<file path="src/rtl/rom_a_step_sequencer_pkg.sv">
// Shared constants and types for the ROM step sequencer.
// Latency: n/a (declarations only).
// Backpressure: n/a.
package rom_a_step_sequencer_pkg;

    // Width of the step index presented to the pattern ROM count input.
    localparam int STEP_W = 3;

    typedef enum logic [1:0] {
        S_IDLE  = 2'd0,
        S_RUN   = 2'd1,
        S_PAUSE = 2'd2,
        S_DONE  = 2'd3
    } state_t;

endpackage

</file>
<file path="src/rtl/rom_a_step_sequencer_if.sv">
// Control/status bundle between a run controller (master) and the step sequencer (slave).
// Latency: n/a (wiring only).
// Backpressure: none; controls are levels, status outputs are registered in the sequencer.
//   start/pause/clear/loop_en : controller -> sequencer
//   count/busy/tick/done      : sequencer -> controller / ROM
interface rom_a_step_sequencer_if;
    import rom_a_step_sequencer_pkg::*;

    logic              start;
    logic              pause;
    logic              clear;
    logic              loop_en;
    logic [STEP_W-1:0] count;
    logic              busy;
    logic              tick;
    logic              done;

    modport master (
        output start, pause, clear, loop_en,
        input  count, busy, tick, done
    );

    modport slave (
        input  start, pause, clear, loop_en,
        output count, busy, tick, done
    );

endinterface

</file>
<file path="src/rtl/rom_a_step_sequencer_tick_div.sv">
// Step prescaler: counts enabled clocks and flags the last clock of each DIV_COUNT period.
// Latency: term is combinational from the counter; counter wraps on the same edge term is high.
// Backpressure: en low freezes the counter in place; clr forces it to zero and wins over en.
//   clk, rst_n : clock, async active-low reset
//   clr, en    : synchronous clear, count enable
//   term       : high on the enabled cycle where the counter sits at DIV_COUNT-1
module rom_a_step_sequencer_tick_div #(
    parameter int DIV_COUNT = 50000000,
    parameter int DIV_W     = 26
) (
    input  logic clk,
    input  logic rst_n,
    input  logic clr,
    input  logic en,
    output logic term
);

    logic [DIV_W-1:0] cnt;

    // Qualified by en so a frozen counter parked at DIV_COUNT-1 does not fire.
    assign term = en && (cnt == DIV_W'(DIV_COUNT - 1));

    always_ff @(posedge clk or negedge rst_n) begin
        if (!rst_n) begin
            cnt <= '0;
        end else if (clr) begin
            cnt <= '0;
        end else if (en) begin
            cnt <= term ? '0 : cnt + DIV_W'(1);
        end
    end

endmodule

</file>
<file path="src/rtl/rom_a_step_sequencer.sv">
// Timed step-index sequencer feeding the 7-segment pattern ROM count input (steps 0..LAST).
// Latency: count/tick/done update on the clock edge ending the DIV_COUNT-th RUN clock of a step.
// Backpressure: pause freezes prescaler and count; clear aborts to IDLE; start is edge-triggered.
//   clk, rst_n : clock, async active-low reset
//   sif        : start/pause/clear/loop_en in; count/busy/tick/done out (all registered)
module rom_a_step_sequencer
    import rom_a_step_sequencer_pkg::*;
#(
    parameter int DIV_COUNT = 50000000,
    parameter int DIV_W     = 26,
    parameter int LAST      = 5
) (
    input  logic                    clk,
    input  logic                    rst_n,
    rom_a_step_sequencer_if.slave   sif
);

    state_t            state;
    logic [STEP_W-1:0] count_q;
    logic              start_d;
    logic              tick_q;
    logic              done_q;

    logic              start_edge;
    logic              term;
    logic              div_en;
    logic              div_clr;

    assign start_edge = sif.start & ~start_d;

    // The prescaler only runs in RUN when neither clear nor pause outranks it; outside
    // RUN/PAUSE it is held at zero so every run begins with a full-length step 0.
    assign div_en  = (state == S_RUN) & ~sif.pause & ~sif.clear;
    assign div_clr = sif.clear | (state == S_IDLE) | (state == S_DONE);

    rom_a_step_sequencer_tick_div #(
        .DIV_COUNT (DIV_COUNT),
        .DIV_W     (DIV_W)
    ) u_tick_div (
        .clk   (clk),
        .rst_n (rst_n),
        .clr   (div_clr),
        .en    (div_en),
        .term  (term)
    );

    always_ff @(posedge clk or negedge rst_n) begin
        if (!rst_n) begin
            state   <= S_IDLE;
            count_q <= '0;
            start_d <= 1'b0;
            tick_q  <= 1'b0;
            done_q  <= 1'b0;
        end else begin
            start_d <= sif.start;
            tick_q  <= 1'b0;
            done_q  <= 1'b0;
            if (sif.clear) begin
                state   <= S_IDLE;
                count_q <= '0;
            end else begin
                unique case (state)
                    S_IDLE: begin
                        count_q <= '0;
                        if (!sif.pause && start_edge) begin
                            state <= S_RUN;
                        end
                    end
                    S_RUN: begin
                        // start_edge is deliberately ignored here: no mid-run restart.
                        if (sif.pause) begin
                            state <= S_PAUSE;
                        end else if (term) begin
                            tick_q <= 1'b1;
                            if (count_q < STEP_W'(LAST)) begin
                                count_q <= count_q + STEP_W'(1);
                            end else if (sif.loop_en) begin
                                count_q <= '0;
                            end else begin
                                state  <= S_DONE;
                                done_q <= 1'b1;
                            end
                        end
                    end
                    S_PAUSE: begin
                        if (!sif.pause) begin
                            state <= S_RUN;
                        end
                    end
                    S_DONE: begin
                        if (!sif.pause && start_edge) begin
                            state   <= S_RUN;
                            count_q <= '0;
                        end
                    end
                    default: begin
                        state   <= S_IDLE;
                        count_q <= '0;
                    end
                endcase
            end
        end
    end

    assign sif.count = count_q;
    assign sif.busy  = (state == S_RUN) || (state == S_PAUSE);
    assign sif.tick  = tick_q;
    assign sif.done  = done_q;

endmodule

</file>
<file path="src/flat_wrapper.sv">
// flat-port wrapper written by rule: the top's interface ports become plain ports
module rom_a_step_sequencer_flat import rom_a_step_sequencer_pkg::*;
#(
    parameter int DIV_COUNT = 50000000,
    parameter int DIV_W     = 26,
    parameter int LAST      = 5
)
  (clk, rst_n, sif_start, sif_pause, sif_clear, sif_loop_en, sif_count, sif_busy, sif_tick, sif_done);
  rom_a_step_sequencer_if sif_i ();
  input  logic clk;
  input  logic rst_n;
  input wire logic [$bits(sif_i.start)-1:0] sif_start;
  input wire logic [$bits(sif_i.pause)-1:0] sif_pause;
  input wire logic [$bits(sif_i.clear)-1:0] sif_clear;
  input wire logic [$bits(sif_i.loop_en)-1:0] sif_loop_en;
  output wire logic [$bits(sif_i.count)-1:0] sif_count;
  output wire logic [$bits(sif_i.busy)-1:0] sif_busy;
  output wire logic [$bits(sif_i.tick)-1:0] sif_tick;
  output wire logic [$bits(sif_i.done)-1:0] sif_done;
  assign sif_i.start = sif_start;
  assign sif_i.pause = sif_pause;
  assign sif_i.clear = sif_clear;
  assign sif_i.loop_en = sif_loop_en;
  assign sif_count = sif_i.count;
  assign sif_busy = sif_i.busy;
  assign sif_tick = sif_i.tick;
  assign sif_done = sif_i.done;
  rom_a_step_sequencer #(.DIV_COUNT(DIV_COUNT), .DIV_W(DIV_W), .LAST(LAST)) u_core (.clk(clk), .rst_n(rst_n), .sif(sif_i));
endmodule
</file>
<file path="config.mk">
export PLATFORM = sky130hd
export DESIGN_NAME = rom_a_step_sequencer_flat
export DESIGN_NICKNAME = d
export VERILOG_FILES = /design/src/rtl/rom_a_step_sequencer_pkg.sv /design/src/rtl/rom_a_step_sequencer_if.sv /design/src/rtl/rom_a_step_sequencer_tick_div.sv /design/src/rtl/rom_a_step_sequencer.sv /design/src/flat_wrapper.sv
export SDC_FILE = /design/constraint.sdc
export NUM_CORES = 1
export LEC_CHECK = 0
export BUFFER_PORTS_ARGS = -buffer_cell sky130_fd_sc_hd__buf_4
export CAP_MARGIN = 25
export CORE_AREA = 10 10 77 79
export DETAILED_ROUTE_END_ITERATION = 7
export DIE_AREA = 0 0 87 89
export SYNTH_ARGS = -nofsm -noshare
export SYNTH_HDL_FRONTEND = slang
export SYNTH_SLANG_ARGS = --single-unit
</file>
<file path="constraint.sdc">
create_clock -name clk -period 6.7 [get_ports clk]
set_clock_uncertainty 0.15 [all_clocks]
set_input_delay 0.67 -clock clk [delete_from_list [all_inputs] [get_ports clk]]
set_output_delay 0.67 -clock clk [all_outputs]
set_load 0.03 [all_outputs]
</file>
Yosys cells after proc, flatten, opt, wreduce, memory -nomap -nowiden
Cells that the tools add are included.

storage, ports and cells
  latch bits = 0
  flip-flop bits (word level) = 34
  memory bits (read-only) = 0
  memory bits (writable) = 0
  memories kept = 0

cells by class
  div/mod/pow operators = 0
  equal/unequal tests = 13
  bitwise operators = 8
  $lt $le $gt $ge = 1
  multiply operators = 0
  muxes and demuxes = 28
  $add $sub $neg = 2
  shifts and indexed selects = 0
  reductions and logical operators = 10

operators with widths
  kind                                                                    count
  26-bit 2-to-1 mux                                                       3
  26-bit by 1-bit adder with 26-bit output (second input constant)        1
  26-bit equality test (second input constant)                            1
  3-bit 2-to-1 mux                                                        6
  4-bit != test (second input constant)                                   4
  2-bit 2-to-1 mux                                                        7
  3-bit != test (second input constant)                                   4
  1-bit 2-to-1 mux                                                        10
  5-bit AND reduction                                                     2
  3-bit case mux with 3 select lines                                      1
  2-bit case mux with 3 select lines                                      1
  2-bit equality test (second input constant)                             2
  4-bit nonzero test                                                      1
  3-bit by 1-bit adder with 3-bit output (second input constant)          1
  1-bit bitwise AND                                                       3
  3-bit < comparator (second input constant)                              1
  3-bit by 1-bit != test with 1-bit output (second input constant)        1
  1-bit NOT                                                               3
  2-bit by 1-bit equality test with 1-bit output (second input constant)  1
  1-bit logical AND                                                       2
  2-bit logical NOT                                                       1
  1-bit bitwise OR                                                        2
  2-bit nonzero test                                                      1
  2-bit OR reduction                                                      1
  2 further kinds                                                         2

Longest topological paths before layout
  word-level depth = 8
  depth in mapped cells = 8
  gate-level depth less buffers = 7

By module
A second synthesis with hierarchy kept.

unflattened totals
  cells, all modules = 209
  area, all modules = 2,042.0 um^2

by module, submodules not included
  module                         sequential area each (um^2)  cells each  times used  area each (um^2)
  rom_a_step_sequencer_tick_div  650.6                        157         1           1,492.7
  rom_a_step_sequencer           200.2                        52          1           549.3

Worst setup path before layout
No wires, ideal clock.

  kind = flip-flop to flip-flop
  start point = register u_core.u_tick_div.cnt[16]
  end point = register u_core.count_q[2], in the netlist u_core.sif.count[2]
  data required time = 6.479 ns
  setup time = 0.071 ns
  stages on the path, launching flop included = 6
  path slack = 4.461 ns
  buffers on the path = 0
  arrival time = 2.018 ns
  cells stage by stage = dfrtp_1 or4_4 nor4_4 nand3_4 or4_1 nand3_1

between the ends
  cells in the longest elaborated chain, start to end = 4

ends and longest elaborated chain
  element                        line                                 text
  start: declaration             rom_a_step_sequencer_tick_div.sv:18  logic [DIV_W-1:0] cnt;
  start signal: assignment       rom_a_step_sequencer_tick_div.sv:29  cnt <= term ? '0 : cnt + DIV_W'(1);
  26-bit equality test           rom_a_step_sequencer_tick_div.sv:21  assign term = en && (cnt == DIV_W'(DIV_COUNT - 1));
  1-bit logical AND              rom_a_step_sequencer_tick_div.sv:21
  3-bit != test (no line)        -
  5-bit AND reduction (no line)  -
  end signal: assignment         rom_a_step_sequencer.sv:76           count_q <= count_q + STEP_W'(1);
  end: declaration               rom_a_step_sequencer.sv:19           logic [STEP_W-1:0] count_q;

No other way between the ends.
A chain may end at the register's enable or synchronous reset.

Worst setup path after layout
  start point = register u_core.state[1]
  end point = register u_core.u_tick_div.cnt[22]

between the ends
  cells in the longest elaborated chain, start to end = 7
  elaborated cells on any way between the ends = 12
  classes of those cells = eq/ne: 2; mux: 3; bitwise: 4; reduce/logical: 3

ends and longest elaborated chain
  element                                         line                                 text
  start: declaration                              rom_a_step_sequencer.sv:18           state_t state;
  start signal: assignment                        rom_a_step_sequencer.sv:49           state <= S_IDLE;
  start signal: assignment                        rom_a_step_sequencer.sv:59           state <= S_IDLE;
  start signal: assignment                        rom_a_step_sequencer.sv:66           state <= S_RUN;
  2-bit by 1-bit equality test with 1-bit output  rom_a_step_sequencer.sv:33           assign div_en = (state == S_RUN) & ~sif.pause & ~sif.clear;
  1-bit bitwise AND (2 in a row)                  rom_a_step_sequencer.sv:33
  1-bit logical AND                               rom_a_step_sequencer_tick_div.sv:21
  26-bit 2-to-1 mux                               rom_a_step_sequencer_tick_div.sv:29
  26-bit 2-to-1 mux                               rom_a_step_sequencer_tick_div.sv:28  end else if (en) begin
  26-bit 2-to-1 mux                               rom_a_step_sequencer_tick_div.sv:26  end else if (clr) begin

Several ways; a longest one is shown, not always the timed one. The select of a mux whose other input is x is not followed.

==> impl_metrics.env <==
export IMPL_outcome="complete, no violations"
export IMPL_start_util_pct=42.10
export IMPL_yosysSeqAreaShare_pct=44.56
export IMPL_vias_per_cell=5.460
export IMPL_synthCells=197
export IMPL_antenna_found_initial=0
export IMPL_drtIter0Drc=67
export IMPL_drt_wirelength_per_cell_um=14.14
export IMPL_cts_root_buf="clkbuf_8"
export IMPL_p_int_mw=0.3417
export IMPL_instances_no_fill=265
export IMPL_vdd_drop_max_mv=0.1584
export IMPL_ff_latch_area_sq_um=850.8
export IMPL_ios=12
export IMPL_yosys_warnings=0
export IMPL_portBuffers=11
export IMPL_synth_area_sq_um=1909
export IMPL_cts_buffers=5
export IMPL_ys_ff_latch=34
export IMPL_dr_pass1_iters=4
export IMPL_synthAdderAreaFrac_pct=3.932
export IMPL_detailed_place_area_sq_um=2039
export IMPL_insertion_delay_ps=290
export IMPL_die_y_um=89
export IMPL_final_cell_area_sq_um=2135
export IMPL_rsz0062_at_grt="false"
export IMPL_cts_tree="yes"
export IMPL_num_antenna_cells=0
export IMPL_sw_frac_of_total_pct=34.90
export IMPL_total_leakage_power_nw=0.9115
export IMPL_avgSynthCellArea_sq_um=9.692
export IMPL_fin_hold_ws_ps=172.7
export IMPL_dp_cells=257
export IMPL_dp_hpwl_mm=2.631
export IMPL_yosys_area_top_type="dfrtp_1"
export IMPL_relSlewSlack_pct=43.33
export IMPL_drive_gt1_share_pct=12.32
export IMPL_gp_congestion=0.7700
export IMPL_synth_top_area_share_pct=44.56
export IMPL_pwr_share_comb_pct=28.0
export IMPL_fillCellCount=440
export IMPL_post_cts_buffers=0
export IMPL_htreeDepth=2
export IMPL_grt_pass1_wl_mm=6.589
export IMPL_powerDensity_nw_per_um2=245.9
export IMPL_grt_overflow_total=0
export IMPL_tightest_slew_ps=844.9
export IMPL_max_freq_mhz=383.6
export IMPL_grt_max_degree=35
export IMPL_area_growth_pct=11.80
export IMPL_nets=222
export IMPL_drv_slew=0
export IMPL_post_place_ws_ps=4055
export IMPL_fin_ws_ps=4093
export IMPL_ys_flop_type="dfrtp_1"
export IMPL_synthArstFlopShare_pct=100.0
export IMPL_critPathArrivalTime_ps=2660
export IMPL_fin_crit_sh_pct=38.90
export IMPL_power_total_mw=0.5249
export IMPL_fin_crit_ps=2607
export IMPL_drtAntennaViolNets=0
export IMPL_crit_path_end_kind="register"
export IMPL_finalSetupViolations=0
export IMPL_via_count=1447
export IMPL_clk_transition_reported_paths_ps=70
export IMPL_synth_xor_area_share_pct=8.716
export IMPL_synthTopCellsByCount="34 x dfrtp_1, 29 x nor2_1, 20 x nand2_1"
export IMPL_fin_util_pct=47.06
export IMPL_drv_cap=0
export IMPL_cp_required_ps=6750
export IMPL_multi_input_area_sq_um=1016
export IMPL_power_frac_clock_pct=30.0
export IMPL_finalWirelength_mm=3.747
export IMPL_crit_type="register to register"
export IMPL_track_usage_pct=10.52
export IMPL_hp_class="input pin to asynchronous set/reset pin"
export IMPL_post_synth_top_count_cell="dfrtp_1"
export IMPL_synth_compound_area_share_pct=7.864
export IMPL_synth_area_leaders="dfrtp_1 45%, xor2_1 6.0%, nor2_1 5.7%"
export IMPL_die_area_sq_um=7743
export IMPL_grt_pass1_vias=1467
export IMPL_drc=0
export IMPL_fin_tns_setup_ps=0
export IMPL_critPathLaunchType="register"
export IMPL_syn_nets=209
export IMPL_seq_power_share_pct=42.0
export IMPL_synth_cell_types=42
export IMPL_p_sw_mw=0.1832
export IMPL_cts_hold_fix_buffers=0
export IMPL_rows=25
export IMPL_die_w_um=87
export IMPL_synthSimpleGateAreaFrac_pct=30.54
export IMPL_cts_buffer_depth=2
export IMPL_cts_sinks=34
export IMPL_critPathMaxFanout=12
export IMPL_hold_viol_final=0
export IMPL_cts_resized=0
export IMPL_coreArea_sq_um=4536
export IMPL_synth_edff_count=0
export IMPL_synth_top_family_by_area="simple AND/OR/NAND/NOR gates"
export IMPL_synth_area_mux_share_pct=2.163
==> worst max-delay path: stages (launching register included) <==
cell and delay (ps):
dfrtp_1 410, inv_1 110, ha_1 280, nand2b_1 150
or4_1 400, a21oi_1 640, a41oi_1 210, a31oi_1 180
==> metal layers <==
layer | track usage, % | vias to the layer above | part of all wire (%) | wire length (um)
li1 | - | 735 | - | -
met1 | 12.57 | 687 | 47 | 1768
met2 | 16.99 | 18 | 47 | 1770
met3 | 3.464 | 7 | 4.1 | 155
met4 | 4.271 | 0 | 1.4 | 52
met5 | 0 | - | 0 | 0
==> path summary, 6_finish.rpt <==
| path | startpoint | end | slack [ps] | cells after the start |
|---|---|---|---|---|
| max in group asynchronous | rst_n | u_core.start_d | 5910 | 1 |
| max | u_core.state[1] | u_core.u_tick_div.cnt[22] | 4090 | 7 |
| min | rst_n | u_core.u_tick_div.cnt[14] | 170 | 1 |
| min reg2reg | u_core.u_tick_div.cnt[22] | u_core.u_tick_div.cnt[22] | 360 | 1 |
| max reg2reg | u_core.state[1] | u_core.u_tick_div.cnt[22] | 4090 | 7 |
| min in group clk | sif_start | u_core.start_d | 350 | 1 |
==> state kept, by name (all words and copies together), names as in the netlist <==
register               count
u_core.start_d             1
u_core.sif.count           3
u_core.state               2
u_core.u_tick_div.cnt     26
u_core.sif.tick            1
u_core.sif.done            1
==> placed cells by master (no fill, tap or decap), types with 2 or more instances in the layout <==
| cell type | instances |
|---|---|
| xor2_1 | 13 |
| and3_1 | 5 |
| mux2i_1 | 3 |
| nand2_1 | 20 |
| ha_1 | 6 |
| a221o_1 | 2 |
| nor2_1 | 29 |
| a31oi_1 | 5 |
| nor4_1 | 2 |
| nand4_1 | 14 |
| inv_1 | 6 |
| or4_1 | 2 |
| dfrtp_1 | 34 |
| buf_4 | 11 |
| clkbuf_8 | 6 |
| nor3_1 | 4 |
| a21oi_1 | 4 |
| nand2b_1 | 6 |
| nand3_1 | 8 |
| xnor2_1 | 6 |
| a211oi_1 | 2 |
==> power groups by stage <==
stage	clock [mW]	combinational, mW	sequential, mW
after floorplan	0	0.113	0.223
after global placement	0	0.151	0.225
after detailed placement	0	0.150	0.224
after CTS	0.163	0.150	0.220
after global routing	0.171	0.167	0.222
final	0.158	0.147	0.220
==> layout make-up <==
class / instances / share of cell area (%)
Tap cell: 54 / 3.165
Clock inverter: 2 / 0.5862
Sequential cell: 34 / 39.86
Inverter: 6 / 1.055
Clock buffer: 6 / 3.869
Timing Repair Buffer: 11 / 3.869
Multi-Input combinational cell: 152 / 47.60
==> kinds of logic (layout without fill, tap and decap cells) <==
family                   Yosys count  count (layout)
XOR/XNOR                          19              19
flip-flops                        34              34
buffers and inverters             11              25
AO/OA/AOI/OAI                     21              21
adder cells (fa/ha/maj)            6               6
multiplexers                       4               4
AND/OR/NAND/NOR                  102             102
Power figures use the tool's default switching activity.
